--- src/rtl/keypad_pkg.sv ---
// Shared types and helpers for the 4x4 keypad matrix scanner.
//   state_t     : scanner FSM states
//   NUM_ROWS/NUM_COLS, ROW_W/COL_W, CNT_W : matrix geometry and debounce counter width
//   lowest_col  : index of the lowest set bit of a column pattern (lowest column wins)
package keypad_pkg;

  typedef enum logic [1:0] {
    SCAN     = 2'd0,
    DEBOUNCE = 2'd1,
    HOLD     = 2'd2,
    RELEASE  = 2'd3
  } state_t;

  localparam int unsigned NUM_ROWS = 4;
  localparam int unsigned NUM_COLS = 4;
  localparam int unsigned ROW_W    = 2;
  localparam int unsigned COL_W    = 2;
  localparam int unsigned CNT_W    = 4;

  // Lowest active column; an all-zero pattern maps to column 0 (never used that way).
  function automatic logic [COL_W-1:0] lowest_col(input logic [NUM_COLS-1:0] pat);
    logic [COL_W-1:0] idx;
    idx = '0;
    for (int i = NUM_COLS - 1; i >= 0; i--) begin
      if (pat[i]) idx = COL_W'(i);
    end
    return idx;
  endfunction

endpackage

--- src/rtl/scan_tick_gen.sv ---
// Free-running scan prescaler; shareable between keypad and display scanners.
//   clk  : system clock
//   rst  : synchronous active-high reset
//   tick : one-clk pulse while the prescaler is all-ones (every 2^DIV_W clk)
module scan_tick_gen #(
  parameter int unsigned DIV_W = 17
) (
  input  logic clk,
  input  logic rst,
  output logic tick
);

  // Value one below all-ones: registering the compare makes tick coincide with all-ones.
  localparam logic [DIV_W-1:0] PRE_LAST = ~DIV_W'(1);

  logic [DIV_W-1:0] cnt;

  always_ff @(posedge clk) begin
    if (rst) begin
      cnt  <= '0;
      tick <= 1'b0;
    end else begin
      cnt  <= cnt + DIV_W'(1);
      tick <= (cnt == PRE_LAST);
    end
  end

endmodule

--- src/rtl/keypad_matrix_scan.sv ---
// 4x4 keypad matrix scanner with column synchronisation and press/release debounce.
//   clk       : system clock
//   rst       : synchronous active-high reset
//   col_in    : column lines, active-low, asynchronous
//   row_out   : row drive, active-low, exactly one row low
//   key_code  : last confirmed key, {row, col}
//   key_valid : one-clk strobe on each newly confirmed press
//   key_held  : high from confirm until the release is confirmed
module keypad_matrix_scan
  import keypad_pkg::*;
#(
  parameter int unsigned SCAN_DIV_W     = 17,
  parameter int unsigned DEBOUNCE_TICKS = 8
) (
  input  logic                clk,
  input  logic                rst,
  input  logic [NUM_COLS-1:0] col_in,
  output logic [NUM_ROWS-1:0] row_out,
  output logic [3:0]          key_code,
  output logic                key_valid,
  output logic                key_held
);

  localparam logic [CNT_W-1:0] DB_LIM = CNT_W'(DEBOUNCE_TICKS);

  logic                tick;
  logic [NUM_COLS-1:0] col_meta;
  logic [NUM_COLS-1:0] col_s;
  logic [NUM_COLS-1:0] active;
  logic                any_press;
  state_t              state;
  logic [ROW_W-1:0]    row;
  logic [ROW_W-1:0]    nxt_row;
  logic [NUM_COLS-1:0] lat_pat;
  logic [CNT_W-1:0]    cnt;
  logic [CNT_W-1:0]    cnt_inc;

  scan_tick_gen #(.DIV_W(SCAN_DIV_W)) u_tick (
    .clk  (clk),
    .rst  (rst),
    .tick (tick)
  );

  // Two-flop synchroniser; idle level is all-high (pull-ups).
  always_ff @(posedge clk) begin
    if (rst) begin
      col_meta <= '1;
      col_s    <= '1;
    end else begin
      col_meta <= col_in;
      col_s    <= col_meta;
    end
  end

  assign active    = ~col_s;
  assign any_press = |active;
  assign nxt_row   = row + ROW_W'(1);
  assign cnt_inc   = cnt + CNT_W'(1);

  // Scanner FSM; everything except the key_valid drop advances only on tick.
  // The entry tick already counts as one stable sample, so confirmation uses >=
  // on the incremented count, which also lets DEBOUNCE_TICKS=1 confirm on the
  // first tick after entry.
  always_ff @(posedge clk) begin
    if (rst) begin
      state     <= SCAN;
      row       <= '0;
      row_out   <= 4'b1110;
      lat_pat   <= '0;
      cnt       <= '0;
      key_code  <= '0;
      key_valid <= 1'b0;
      key_held  <= 1'b0;
    end else begin
      key_valid <= 1'b0;
      if (tick) begin
        case (state)
          SCAN: begin
            if (any_press) begin
              lat_pat <= active;
              cnt     <= CNT_W'(1);
              state   <= DEBOUNCE;
            end else begin
              row     <= nxt_row;
              row_out <= ~(NUM_ROWS'(1) << nxt_row);
            end
          end
          DEBOUNCE: begin
            if (active == lat_pat) begin
              if (cnt_inc >= DB_LIM) begin
                key_code  <= {row, lowest_col(lat_pat)};
                key_valid <= 1'b1;
                key_held  <= 1'b1;
                state     <= HOLD;
              end else begin
                cnt <= cnt_inc;
              end
            end else begin
              state <= SCAN;
            end
          end
          HOLD: begin
            if (!any_press) begin
              cnt   <= CNT_W'(1);
              state <= RELEASE;
            end
          end
          RELEASE: begin
            if (any_press) begin
              state <= HOLD;
            end else if (cnt_inc >= DB_LIM) begin
              key_held <= 1'b0;
              state    <= SCAN;
            end else begin
              cnt <= cnt_inc;
            end
          end
          default: state <= SCAN;
        endcase
      end
    end
  end

endmodule

--- config.mk ---
export PLATFORM = sky130hd
export DESIGN_NAME = keypad_matrix_scan
export DESIGN_NICKNAME = d
export VERILOG_FILES = /design/src/rtl/keypad_pkg.sv /design/src/rtl/scan_tick_gen.sv /design/src/rtl/keypad_matrix_scan.sv
export SDC_FILE = /design/constraint.sdc
export NUM_CORES = 1
export LEC_CHECK = 0
export BUFFER_PORTS_ARGS = -buffer_cell sky130_fd_sc_hd__buf_2
export CORE_MARGIN = 1
export CORE_UTILIZATION = 56
export CTS_CLUSTER_SIZE = 24
export DETAILED_ROUTE_END_ITERATION = 7
export GPL_TIMING_DRIVEN = 0
export PLACE_DENSITY_LB_ADDON = 0.15
export SYNTH_ARGS = -nofsm -noshare
export SYNTH_HDL_FRONTEND = slang
export SYNTH_HIERARCHICAL = 1
export SYNTH_SLANG_ARGS = --single-unit
--- constraint.sdc ---
create_clock -name clk -period 3.4 [get_ports clk]
set_input_delay 1.02 -clock clk [delete_from_list [all_inputs] [get_ports clk]]
set_output_delay 1.02 -clock clk [all_outputs]
set_load 0.01 [all_outputs]
==> summary.md, run 1 <==
| Metric | Value |
|---|---|
| Share of the synthesized area in the top cell type | 46.1% |
| Number of global-route vias before repair | 1473 |
| Sequential cell area | 961 µm² |
| Logic pwr share | 3.9% |
| P_leak | 0.858 nW |
| Skew-Pair Late Insertion Delay | 0.30 ns |
| Commonest cells in the netlist | dfxtp_1, nor2_1, a21oi_1 |
| CP max FO | 10 |
| Sequential power share | 56.1% |
| Final setup viols | 0 |
| Vias | 1612 |
| Die width | 63.0 µm |
| Initial antenna violation count | 0 |
| Power density over cell area | 441 mW/mm² |
| Min-delay worst type | flip-flop to flip-flop |
| Routed Antenna Nets | 0 |
| Final GP Congestion | 0.757 |
| Area delta synth->final | 11.7% |
| Setup Fix Bufs, Post-CTS | 0 |
| Die area | 0.00397 mm² |
| Fmax | 526 MHz |
| CP Class | flip-flop to flip-flop |
| Hold Vio Cnt, Final | 0 |
| PortBufs | 15 |
| Mapped Cells | 226 |
| DRT iter0 DRCs | 135 |
| Final setup TNS | 0 ns |
| Worst path bufs/invs | 1 |
| Post-route DRC | 0 |
| Critical path's slowest cell | or4_1 |
| Worst slew pin tran | 0.642 ns |
| Clock Skew | 0.00668 ns |
| Filler instances | 303 |
| Relative slew slack | 57.0% |
| Status | finished clean |
| Die Y | 63.0 µm |
| Number of synthesized flops with an enable pin | 0 |
| RSZ-0062 raised after global routing | false |
| Fin crit period | 1.90 ns |
| Post-CTS sizing | 0 |
| Post-Synthesis Net Count | 239 |
| Final core occ | 67.7% |
| Met1 Use GR | 28.2% |
| Top-count cell post-synth | dfxtp_1 |
| Worst-case clock buffer depth | 2 |
| Top cells by area, synth | dfxtp_1, nor2_1, ha_1 |
| DR vias/cell | 5.46 |
| Initial Util | 60.6% |
| Psw | 0.000225 W |
| Final Max Slew Viols | 0 |
| Sequential fraction of the synthesis area | 46.1% |
| First-pass DRT Iterations | 4 |
| NumNets Final | 261 |
| I/O pin cnt | 16 |
| Req. time, crit path | 3.64 ns |
| Busiest layer in global routing | met2 |
| Synth warn | 6 |
| Drt wl/cell | 12.5 µm |
| Endpoint class of the critical path | flip-flop |
| Fin crit share | 55.9% |
| Routed wire length | 3.68 mm |
| Post-synth ARST share | 0% |
| TritonCTS clock tree | yes |
| Root buffer cell | clkbuf_8 |
| Post-synth cell types | 37 |
| Sw Share | 21.9% |
| #FFs+latches synth | 48 |
| Met3 GRT Util | 5.47% |
| Area occupied by multi-input gates | 0.00105 mm² |
| Internal Power | 0.000803 W |
| HPWL after DPL | 2.56 mm |
| Setup crit start kind | flip-flop |
| Cell family with most CP delay | simple AND/OR/NAND/NOR gates |
| Avg Inst Size Synth | 9.23 µm² |
| Synth Flop Type | dfxtp_1 |
| Post-synthesis instance area | 0.00209 mm² |
| FP Rows | 21 |
| Max stage delay on crit path | 0.52 ns |
| Dominant cell type by area after synthesis | dfxtp_1 |
| Share of layout cells above drive strength 1 | 15.3% |
| Worst VDD drop | 0.283 mV |
| # hold bufs at CTS | 0 |
| Crit path arrival time | 2.14 ns |
| Max_cap viols | 0 |
| Aggregate global routing overflow | 0 |
| H-tree depth | 2 |
| Largest net degree at the start of global routing | 16 |
| Wire length of the first global-routing pass | 6.54 mm |
| Clk network pwr share | 40.0% |
| CTS Buf Count | 5 |
| Clock sink total | 48 |
| Clock-pin slew on the worst setup and hold paths | 0.09 ns |
| Total GRT Usage | 21.5% |
| Core area | 0.00344 mm² |
| Ant. Diodes | 0 |
| Met2 Use GR | 32.5% |
| Worst path cell trace | buf_2, nand2_1, mux2i_1, nand4_4, or4_1, a21oi_1 |
-- worst reg2reg max path: stages (launching register included) --
cell     delay, ns
dfxtp_1       0.31
buf_2         0.19
nand2_1       0.09
mux2i_1       0.35
nand4_4       0.24
or4_1         0.52
a21oi_1       0.14
-- area by class of cell --
cell class | instances | area share [%]
multi-input cells | 159 | 45.1
flip-flops and latches | 48 | 41.2
repair buffers | 15 | 3.22
clock buffers | 5 | 2.95
well taps | 46 | 2.47
clock inverters | 3 | 1.83
inverters | 10 | 1.61
plain buffers | 9 | 1.56
-- cells by family (layout without fill, tap and decap cells) --
group	Yosys count	count (layout)	synth area share, %
AOI/OAI and AO/OA	41	41	12.2
and+or+nand+nor	93	93	25.6
adders and majority gates	7	7	4.20
muxes	9	9	4.56
DFF	48	48	46.1
buffers and inverters	19	42	3.54
xor gates and xnor gates	9	9	3.78
-- power groups by stage --
stage          registers [W]  clock network [W]  logic [W]
2_1_floorplan       0.000588                  0  0.0000300
3_3_place_gp        0.000589                  0  0.0000396
3_5_place_dp        0.000589                  0  0.0000403
4_1_cts             0.000576           0.000422  0.0000406
5_1_grt             0.000578           0.000442  0.0000460
6_report            0.000576           0.000411  0.0000405
-- metrics by stage --
stage	hold WS, ns	worst slack [ns]	instance area, µm²	power (W)	std cells
final	0.414	1.50	2330	0.00103	295
after global routing	0.427	1.32	2330	0.00107	295
after CTS	0.416	1.50	2330	0.00104	295
after detailed placement	0.394	1.22	2220	0.000630	287
after global placement	0.391	1.20	2220	0.000629	287
after floorplan	0.389	1.64	2090	0.000618	226
-- metal layers --
layer | part of all wire (%) | vias up | wire length, µm
met5 | 0 | - | 0
met4 | 2.1 | 0 | 78
met3 | 2.9 | 7 | 107
met2 | 42 | 24 | 1550
met1 | 53 | 734 | 1950
li1 | - | 847 | -
-- path summary, 6_finish.rpt --
check	from	end	slack, ns	cells past startpoint
worst min-delay path	col_meta[2]$_SDFF_PP1_	col_s[2]$_SDFF_PP1_	0.41	1
worst max-delay path	state[0]$_SDFFE_PP0P_	key_code[1]$_SDFFE_PP0P_	1.50	6
worst max register to register	state[0]$_SDFFE_PP0P_	key_code[1]$_SDFFE_PP0P_	1.50	6
worst min register to register	col_meta[2]$_SDFF_PP1_	col_s[2]$_SDFF_PP1_	0.41	1
-- layout by cell type (no fill, tap or decap), types with 3 or more instances in the layout --
cell      count
or4_1         6
o21ai_0       7
mux2i_1       5
nor2_1       26
ha_1          7
dfxtp_1      48
nand3_1       7
a211o_1       3
mux2_1        4
clkbuf_1      6
buf_2        17
nand4_1       6
clkbuf_8      5
xnor2_1       7
a21oi_1      15
a211oi_1      7
or3_1         4
or2_2         9
nand2b_1      3
inv_1        10
o31ai_1       6
nor2b_1       4
nand2_1      11
nor4_1        5
-- sequential cells by signal, indices dropped and copies added (netlist names) --
register / count
lat_pat: 4
u_tick/cnt: 17
row: 2
key_held: 1
col_meta: 4
u_tick/tick: 1
col_s: 4
key_valid: 1
cnt: 4
state: 2
key_code: 4
row_out: 4
(Power assumes the default switching activity.)
==> inputs of run 2 (changes only) <==
CORE_UTILIZATION = 53   (was 56)
clock period = 1.6 ns   (was 3.4 ns; I/O delays follow)
==> run 2 against run 1 <==
  * The run now ends with setup timing left
  * First-iteration DRC count decreased by 26%
  * Count of clock-buffer cells in the layout is 2 higher
  * Cell count is 8.5% higher
  * Sequential share of layout area is 4.7 points lower
  * Design area grew 16%
  * Sequential power increased by 110%
  * Non-clock buffer count grew 23
  * Via count up 10%
  * Largest power group unchanged
==> summary.md, run 2 (same netlist as run 1, synthesis figures left out) <==
| Metric | Value |
|---|---|
| Total power | 0.00231 W |
| CP max FO | 5 |
| Fmax | 586 MHz |
| Root buffer cell | clkbuf_8 |
| Failing checks | setup timing |
| I/O pin cnt | 16 |
| Final Max Slew Viols | 0 |
| CTS Buf Count | 5 |
| Initial antenna violation count | 0 |
| Die area | 0.00419 mm² |
| Clock sink total | 48 |
| Fin crit share | 107% |
| Relative slew slack | 65.1% |
| DRT iter0 DRCs | 100 |
| Max_cap viols | 0 |
| Highest-count cells in the layout ignoring fill and taps | dfxtp_1, nor2_1, buf_4 |
| Largest register by flop count | u_tick/cnt |
| First-pass DRT Iterations | 4 |
| Post-route DRC | 0 |
| Post-route cell area | 0.00270 mm² |
| TritonCTS clock tree | yes |
| FP Rows | 22 |
| Fin crit period | 1.71 ns |
| Wire length of the first global-routing pass | 6.75 mm |
| Most frequent CP cell | buf_4 |
| Power density over cell area | 857 mW/mm² |
| Worst path bufs/invs | 2 |
| Crit path arrival time | 1.88 ns |
| Endpoint class of the critical path | flip-flop |
| Max reg flops | 17 |
| Worst slew pin tran | 0.524 ns |
| Ant. Diodes | 0 |
| Clock-pin slew on the worst setup and hold paths | 0.09 ns |
| Req. time, crit path | 1.78 ns |
| Final WS setup | -0.106 ns |
| Placed Area | 0.00224 mm² |
| CP Class | flip-flop to flip-flop |
| Final GP Congestion | 0.803 |
| RSZ-0062 raised after global routing | true |
| Setup crit start kind | flip-flop |
| Worst-case clock buffer depth | 2 |
| P_leak | 1.05 nW |
| Final core occ | 72.6% |
| H-tree depth | 2 |
| Cell family with most CP delay | simple AND/OR/NAND/NOR gates |
| Die width | 64.7 µm |
| Share of layout cells above drive strength 1 | 33.1% |
| DR vias/cell | 5.56 |
| Routed wire length | 4.30 mm |
| Routed Antenna Nets | 0 |
| Critical path's slowest cell | nor4_4 |
| Hold Vio Cnt, Final | 0 |
| Number of global-route vias before repair | 1529 |
| HPWL after DPL | 2.53 mm |
| PortBufs | 15 |
| Initial Util | 56.1% |
| # hold bufs at CTS | 0 |
| Worst VDD drop | 0.697 mV |
| Worst path cell trace | xnor2_2, nor4_4, nand4_4, buf_4, buf_4, mux2i_1, nor2_1 |
| Die Y | 64.7 µm |
| Aggregate global routing overflow | 0 |
| Largest net degree at the start of global routing | 15 |
| Final setup viols | 8 |
| Core area | 0.00372 mm² |
| NumNets Final | 284 |
| Vias | 1778 |
| Status | complete, but fails checks |
| Clock Skew | 0.00827 ns |
| Min-delay worst type | input port to flip-flop |
| Drt wl/cell | 13.4 µm |
| Area delta synth->final | 29.4% |
| Commonest non-fill, non-tap cell in the layout | dfxtp_1 |
| Max stage delay on crit path | 0.40 ns |
| Skew-Pair Late Insertion Delay | 0.30 ns |
| Total GRT Usage | 20.8% |
run 2: cell types whose count changed in the layout (fill, tap and decap cells not counted), moves of 3 or more:
cell	delta
dfxtp_4	+3
dfxtp_1	-14
nor4_1	-4
dfxtp_2	+11
buf_4	+23
run 2: final timing paths:
kind	startpoint	end	slack (ns)	cells after the start
setup / recovery	lat_pat[0]$_SDFFE_PP0P_	key_code[3]$_SDFFE_PP0P_	-0.11	7
hold / removal	col_in[2]	col_meta[2]$_SDFF_PP1_	0.35	2
setup reg to reg	lat_pat[0]$_SDFFE_PP0P_	key_code[3]$_SDFFE_PP0P_	-0.11	7
hold reg to reg	col_meta[1]$_SDFF_PP1_	col_s[1]$_SDFF_PP1_	0.41	1
run 2: cell type report:
type	instances	area (µm²)
Multi-Input combinational cell	159	1200
Fill cell	264	1020
Buffer	9	43.8
Tap cell	48	60.1
Clock buffer	7	96.3
Inverter	10	37.5
Sequential cell	48	986
Timing Repair Buffer	38	248
Clock inverter	1	30.0
run 2: worst reg2reg max path, stage by stage, from the launching register on:
cell	delay, ns
dfxtp_2	0.36
xnor2_2	0.15
nor4_4	0.40
nand4_4	0.16
buf_4	0.17
buf_4	0.14
mux2i_1	0.15
nor2_1	0.05
run 2: where the power goes:
part,switching (W),leakage (nW),internal (W)
Combinational,0.0000638,0.593,0.0000639
Clock,0.000405,0.0645,0.000551
Sequential,0.0000192,0.393,0.00121
Total,0.000488,1.05,0.00182
run 2: per-stage QoR:
step / setup slack, ns / hold WS [ns] / std cells / setup TNS [ns]
floorplan: -0.0324 / 0.389 / 226 / -0.0598
global placement: -0.165 / 0.392 / 289 / -1.32
detailed placement: -0.182 / 0.393 / 289 / -1.65
CTS: -0.0938 / 0.346 / 306 / -0.368
global route: -0.204 / 0.351 / 320 / -1.78
finish: -0.106 / 0.351 / 320 / -0.584
run 2: what timing repair did:
action | CTS | global route
gates resized for setup | 15 | 24
endpoints found under the setup margin | 15 | 16
endpoints found under the hold margin | 0 | 0
pin swaps | 5 | 11
buffers inserted | 9 | 14
run 2: metal layers:
layer / track usage (%) / part of all wire, %
met2: 32.2 / 50
met4: 7.50 / 1.7
met5: 0 / 0
met3: 5.28 / 3.0
met1: 28.0 / 46
